### src/rtl/mul_hilo_pkg.sv
// Shared encodings for the HI/LO multiply sequencer: command opcodes, FSM states
// and the run-counter width helper.
package mul_hilo_pkg;

   typedef enum logic [1:0] {
      OP_MULTU = 2'd0,
      OP_MULT  = 2'd1,
      OP_MTHI  = 2'd2,
      OP_MTLO  = 2'd3
   } op_e;

   typedef enum logic [1:0] {
      IDLE,
      LOAD,
      RUN,
      WB
   } state_e;

   function automatic int unsigned cnt_width(input int unsigned cycles);
      return (cycles > 1) ? $clog2(cycles) : 1;
   endfunction

endpackage

### src/rtl/mul_sign_fix.sv
// Conditional two's-complement negate; used for operand magnitudes and the
// product sign fix.
module mul_sign_fix #(
   parameter int unsigned W = 16
) (
   input  logic         i_neg,
   input  logic [W-1:0] i_val,
   output logic [W-1:0] o_val
);

   assign o_val = i_neg ? (~i_val + W'(1)) : i_val;

endmodule

### src/rtl/mul_hilo_ctrl.sv
// HI/LO sequencer for a fixed-latency shift-add multiplier.
// Define MUL_SIGNED_EN to build signed MULT; otherwise MULT behaves as MULTU.
module mul_hilo_ctrl
   import mul_hilo_pkg::*;
#(
   parameter int unsigned WIDTH      = 16,
   parameter int unsigned MUL_CYCLES = 2 * WIDTH
) (
   input  logic                 Clk,
   input  logic                 Reset,
   input  logic                 Start,
   input  logic [1:0]           Op,
   input  logic [WIDTH-1:0]     OpA,
   input  logic [WIDTH-1:0]     OpB,
   output logic                 Ready,
   input  logic                 ReadReq,
   output logic                 Stall,
   output logic [WIDTH-1:0]     Hi,
   output logic [WIDTH-1:0]     Lo,
   output logic                 MulSy,
   output logic [WIDTH-1:0]     MulA,
   output logic [WIDTH-1:0]     MulB,
   output logic [WIDTH-1:0]     MulAReg,
   input  logic [2*WIDTH-1:0]   MulProduct
);

   localparam int unsigned CNT_W = cnt_width(MUL_CYCLES);

   state_e               r_state;
   logic [CNT_W-1:0]     r_cnt;
   logic                 r_neg;
   logic                 r_ready;
   logic                 r_mul_sy;
   logic [WIDTH-1:0]     r_mag_a;
   logic [WIDTH-1:0]     r_mag_b;
   logic [WIDTH-1:0]     r_mul_a_reg;
   logic [WIDTH-1:0]     r_hi;
   logic [WIDTH-1:0]     r_lo;

   op_e                  w_op;
   logic                 w_signed;
   logic                 w_neg_a;
   logic                 w_neg_b;
   logic [WIDTH-1:0]     w_mag_a;
   logic [WIDTH-1:0]     w_mag_b;
   logic [2*WIDTH-1:0]   w_prod;

   assign w_op = op_e'(Op);

`ifdef MUL_SIGNED_EN
   assign w_signed = (w_op == OP_MULT);
`else
   assign w_signed = 1'b0;
`endif

   assign w_neg_a = w_signed & OpA[WIDTH-1];
   assign w_neg_b = w_signed & OpB[WIDTH-1];

   mul_sign_fix #(.W(WIDTH)) u_fix_a (
      .i_neg (w_neg_a),
      .i_val (OpA),
      .o_val (w_mag_a)
   );

   mul_sign_fix #(.W(WIDTH)) u_fix_b (
      .i_neg (w_neg_b),
      .i_val (OpB),
      .o_val (w_mag_b)
   );

   mul_sign_fix #(.W(2 * WIDTH)) u_fix_p (
      .i_neg (r_neg),
      .i_val (MulProduct),
      .o_val (w_prod)
   );

   // MulSy is registered: raised on the accept edge so it is high for exactly the LOAD cycle.
   always_ff @(posedge Clk) begin
      if (Reset) begin
         r_state     <= IDLE;
         r_cnt       <= '0;
         r_neg       <= 1'b0;
         r_ready     <= 1'b1;
         r_mul_sy    <= 1'b0;
         r_mag_a     <= '0;
         r_mag_b     <= '0;
         r_mul_a_reg <= '0;
         r_hi        <= '0;
         r_lo        <= '0;
      end else begin
         case (r_state)
            IDLE: begin
               if (Start) begin
                  case (w_op)
                     OP_MULTU, OP_MULT: begin
                        r_mag_a  <= w_mag_a;
                        r_mag_b  <= w_mag_b;
                        r_neg    <= w_neg_a ^ w_neg_b;
                        r_mul_sy <= 1'b1;
                        r_ready  <= 1'b0;
                        r_state  <= LOAD;
                     end
                     OP_MTHI: r_hi <= OpA;
                     default: r_lo <= OpA;
                  endcase
               end
            end
            LOAD: begin
               r_mul_sy    <= 1'b0;
               r_mul_a_reg <= r_mag_a;
               r_cnt       <= CNT_W'(MUL_CYCLES - 1);
               r_state     <= RUN;
            end
            RUN: begin
               if (r_cnt == '0) r_state <= WB;
               else             r_cnt   <= r_cnt - CNT_W'(1);
            end
            WB: begin
               r_hi    <= w_prod[2*WIDTH-1:WIDTH];
               r_lo    <= w_prod[WIDTH-1:0];
               r_ready <= 1'b1;
               r_state <= IDLE;
            end
            default: r_state <= IDLE;
         endcase
      end
   end

   assign Ready   = r_ready;
   assign Stall   = ReadReq & ~r_ready;
   assign Hi      = r_hi;
   assign Lo      = r_lo;
   assign MulSy   = r_mul_sy;
   assign MulA    = r_mag_a;
   assign MulB    = r_mag_b;
   assign MulAReg = r_mul_a_reg;

endmodule
### config.mk
export PLATFORM = sky130hd
export DESIGN_NAME = mul_hilo_ctrl
export DESIGN_NICKNAME = d
export VERILOG_FILES = /design/src/rtl/mul_hilo_pkg.sv /design/src/rtl/mul_sign_fix.sv /design/src/rtl/mul_hilo_ctrl.sv
export SDC_FILE = /design/constraint.sdc
export NUM_CORES = 1
export LEC_CHECK = 0
export ABC_AREA = 1
export CAP_MARGIN = 10
export CORE_UTILIZATION = 35
export CTS_CLUSTER_SIZE = 8
export DETAILED_ROUTE_END_ITERATION = 10
export PLACE_DENSITY = 0.6
export SETUP_SLACK_MARGIN = 0.02
export SYNTH_ARGS = -nofsm -noshare
export SYNTH_HDL_FRONTEND = slang
export SYNTH_HIERARCHICAL = 1
export SYNTH_SLANG_ARGS = --single-unit
### constraint.sdc
create_clock -name Clk -period 1.42 [get_ports Clk]
set_input_delay 0.284 -clock Clk [delete_from_list [all_inputs] [get_ports Clk]]
set_output_delay 0.284 -clock Clk [all_outputs]
set_load 0.005 [all_outputs]
==> results.md <==
* Final GP Congestion at 0.8874
* Cell variety after synth at 33
* Startpoint Class: register
* Fmax at ~730 MHz
* RR Endpoint: MulA[0]
* Largest net degree at the start of global routing at just over 40
* Pre-CTS setup slack at -0.3011 ns
* Remaining routing DRC violations at 0
* Post-DP HPWL at ~13 mm
* Crit Path Class: reg2reg
* Initial core utilization at 0.3572
* Area contributors post-synth: dfxtp_1, nand2_1, nor2_1, o21ai_0, nand3_1
* Final min period at about 1.4 ns
* Total grt overflow at 0
* Fin nets at 1,196
* Crit path largest cell delay at 0.33 ns
* Clock net sink count at 89
* Critical-path cell list: inv_2 -> ha_4 -> nand2_2 -> nor2_4 -> inv_2 -> buf_12 -> nor2_2 -> nor2_1
* Clock transition at path regs at 0.06 ns
* Die height at 128.9 µm
* Vias at between 6,000 and 7,000
* CTS tree: done
* Core area at about 16,000 µm²
* Post-synthesis cell area at between 5000 and 6000 µm²
* Synthesized area per cell at 6.136 µm²
* Detail Route Antenna Nets at 0
* Status: finished clean
* Max FO, Critical Path at 15
* Power, Total at approximately 0.0095 W
* Static Leak at between 4 and 5 nW
* Clock buffer depth at 2
* Overall routed net length at 17.28 mm
* Critical path's slowest cell: dfxtp_2
* Die area at between 15,000 and 20,000 µm²
* Syn Inst Count at slightly above 900
* Final Hold Fails at 0
* All-Layer GR Usage at 0.2120
* Root buf cell: clkbuf_16
* Die width at 128.9 µm
* Syn. warnings at 6
* Critical Path AT at 1.59 ns
* R2r startpoint: r_state[0]
* Hold-fix buffers at CTS at 0
* IO Pins at 153
* Iteration-0 DRC Markers at roughly 440
* R2r worst-path depth at 8
* H-tree depth at 3
* First-pass GRT wire length at 27.55 mm
* Period Utilization, post-route at 0.9642
* WP data required at between 1.5 and 2 ns
* Register area share after synthesis at 0.3163
* Initial antenna violation count at 0
* Number of global-route vias before repair at 5,457
* Synth area leader: dfxtp_1
* RSZ-0062 raised after global routing: true
* Worst Setup End Kind: register
* Fraction of layout cells with a size suffix above 1 at 0.1872
* Number of flops mapped to enable cells by yosys at 0
* Clock Skews at between 0.005 and 0.006 ns
* Diode count at 0
* Hold EP: r_cnt[4]
* Class of the worst hold path: reg2reg
* Maximum vdd ir drop at 0.0007221 V
* Vias per cell at 4.588
* TritonCTS Buffers at 9
* Post-route worst setup slack at 0.05087 ns
* Post-synthesis async set-or-reset flop share at 0
* Pre-Repair DR Iteration Count at 4
* Pwr Density at about 1200 nW/µm²
* Drt wl/cell at 12.91 µm
* Final Max Tran Viols at 0
* Worst hold path cell count at 2
* Area Overhead vs Synth at 45.05%
* Port-buffer cells at 152
* Yosys top cell area share at 0.3163
* Flop and latch count out of synthesis at 89
* R2R Setup Slk at 0.05 ns
* Maxcap violations at 0
* Primary FF master, synth: dfxtp_1
* Endpoints failing setup at 0
* Site Rows at 46
* Min-delay src: r_cnt[4]
* Skew-Pair Late Insertion Delay at 0.34 ns
* CP most frequent cell: inv_2
worst max-delay path by stage:
stage / start / end / slack, ns
after CTS: Ready / Stall / 0.005
after global placement: Op[1] / Hi[2] / -0.27
after global routing: r_state[1] / MulB[7] / -0.03
after detailed placement: Op[1] / Hi[0] / -0.30
after floorplan: r_state[1] / Lo[13] / 0.06
final: r_state[0] / MulA[0] / 0.05
cells in the mapped netlist (2+ instances only):
master	instances
nand2_1	260
nor2_1	219
dfxtp_1	89
o21ai_0	85
inv_1	64
nand3_1	51
xnor2_1	17
nor2_2	16
o21ai_1	14
xor2_1	11
clkbuf_1	10
nand2_2	10
ha_1	9
a21oi_1	8
buf_6	8
buf_2	6
buf_4	6
nand4_1	5
clkbuf_2	4
inv_4	4
inv_2	3
nand2_4	3
nor2_4	3
nand3_2	2
o21ai_4	2
o21bai_4	2
routing by layer:
| metal | part of all wire | up-vias | routed length [µm] | global-route usage |
|---|---|---|---|---|
| met5 | 0 | - | 0 | 0 |
| met4 | 0.018 | 0 | 308 | 0.06713 |
| li1 | - | 3254 | - | - |
| met2 | 0.46 | 152 | 8027 | 0.3469 |
| met3 | 0.048 | 19 | 835 | 0.03202 |
| met1 | 0.47 | 2714 | 8103 | 0.2859 |
per-stage QoR:
stage | utilization | area [µm²] | setup TNS, ns | hold slack (ns) | cells
after global placement | 0.4872 | 7684 | -13.06 | 0.4477 | 1313
final | 0.5181 | 8170 | 0 | 0.4604 | 1338
after global routing | 0.5181 | 8170 | -0.1457 | 0.4807 | 1338
after floorplan | - | 5669 | 0 | 0.3531 | 927
after CTS | 0.5074 | 8001 | 0 | 0.4534 | 1337
after detailed placement | 0.4872 | 7684 | -13.89 | 0.4434 | 1313
cells by family (layout without fill, tap and decap cells):
logic type               Yosys count  in the layout  share of synthesized area
AND/OR/NAND/NOR                  572            574                     0.4185
AO/OA/AOI/OAI                    112            112                     0.1091
buffers and inverters            107            300                    0.09196
flip-flops                        89             89                     0.3163
XOR/XNOR                          28             28                    0.04354
adder cells (fa/ha/maj)            9              9                    0.01999
other                              1             10                  0.0006657
final cells by class:
| type | instances | area [µm²] |
|---|---|---|
| inverters | 72 | 287.8 |
| flip-flops and latches | 89 | 1826 |
| multi-input cells | 733 | 3546 |
| clock inverters | 5 | 56.30 |
| well taps | 216 | 270.3 |
| clock buffers | 11 | 232.7 |
| repair buffers | 212 | 1952 |
| fillers | 1674 | 7600 |
flip-flops by register name (all words and copies together) (netlist names):
signal   count
MulA        16
MulAReg     16
MulSy        1
r_state      2
Lo          16
Ready        1
r_cnt        5
Hi          16
MulB        16
repair_timing:
item	CTS	global route
gates cloned	2	1
pin swaps	3	6
buffers inserted	6	0
resized for setup	127	65
setup endpoints to repair	148	70
cell usage in the layout, fill, tap and decap left out, drive strengths merged:
cell	instances
conb	10
xor2	11
dfxtp	89
clkbuf	13
or2	2
bufinv	1
nand4	5
xnor2	17
nand2	275
nor2	238
ha	9
a21oi	8
dlygate4sd2	82
clkinvlp	1
buf	59
nand3	53
clkinv	3
o21bai	2
inv	72
clkdlybuf4s50	69
o21ai	102
nand3b	1
where the power goes:
group | internal (W) | switching, W | total [W]
clock network | 0.00136 | 0.000987 | 0.00235
logic | 0.00173 | 0.00194 | 0.00367
registers | 0.00314 | 0.000325 | 0.00346
worst max-delay path, delay by kind of cell (launching register included):
| kind | cells | cell delay, ns |
|---|---|---|
| buf+inv | 3 | 0.33 |
| fa+ha+maj | 1 | 0.19 |
| simple gates | 4 | 0.39 |
| flops | 1 | 0.33 |
Power figures use the tool's default switching activity.
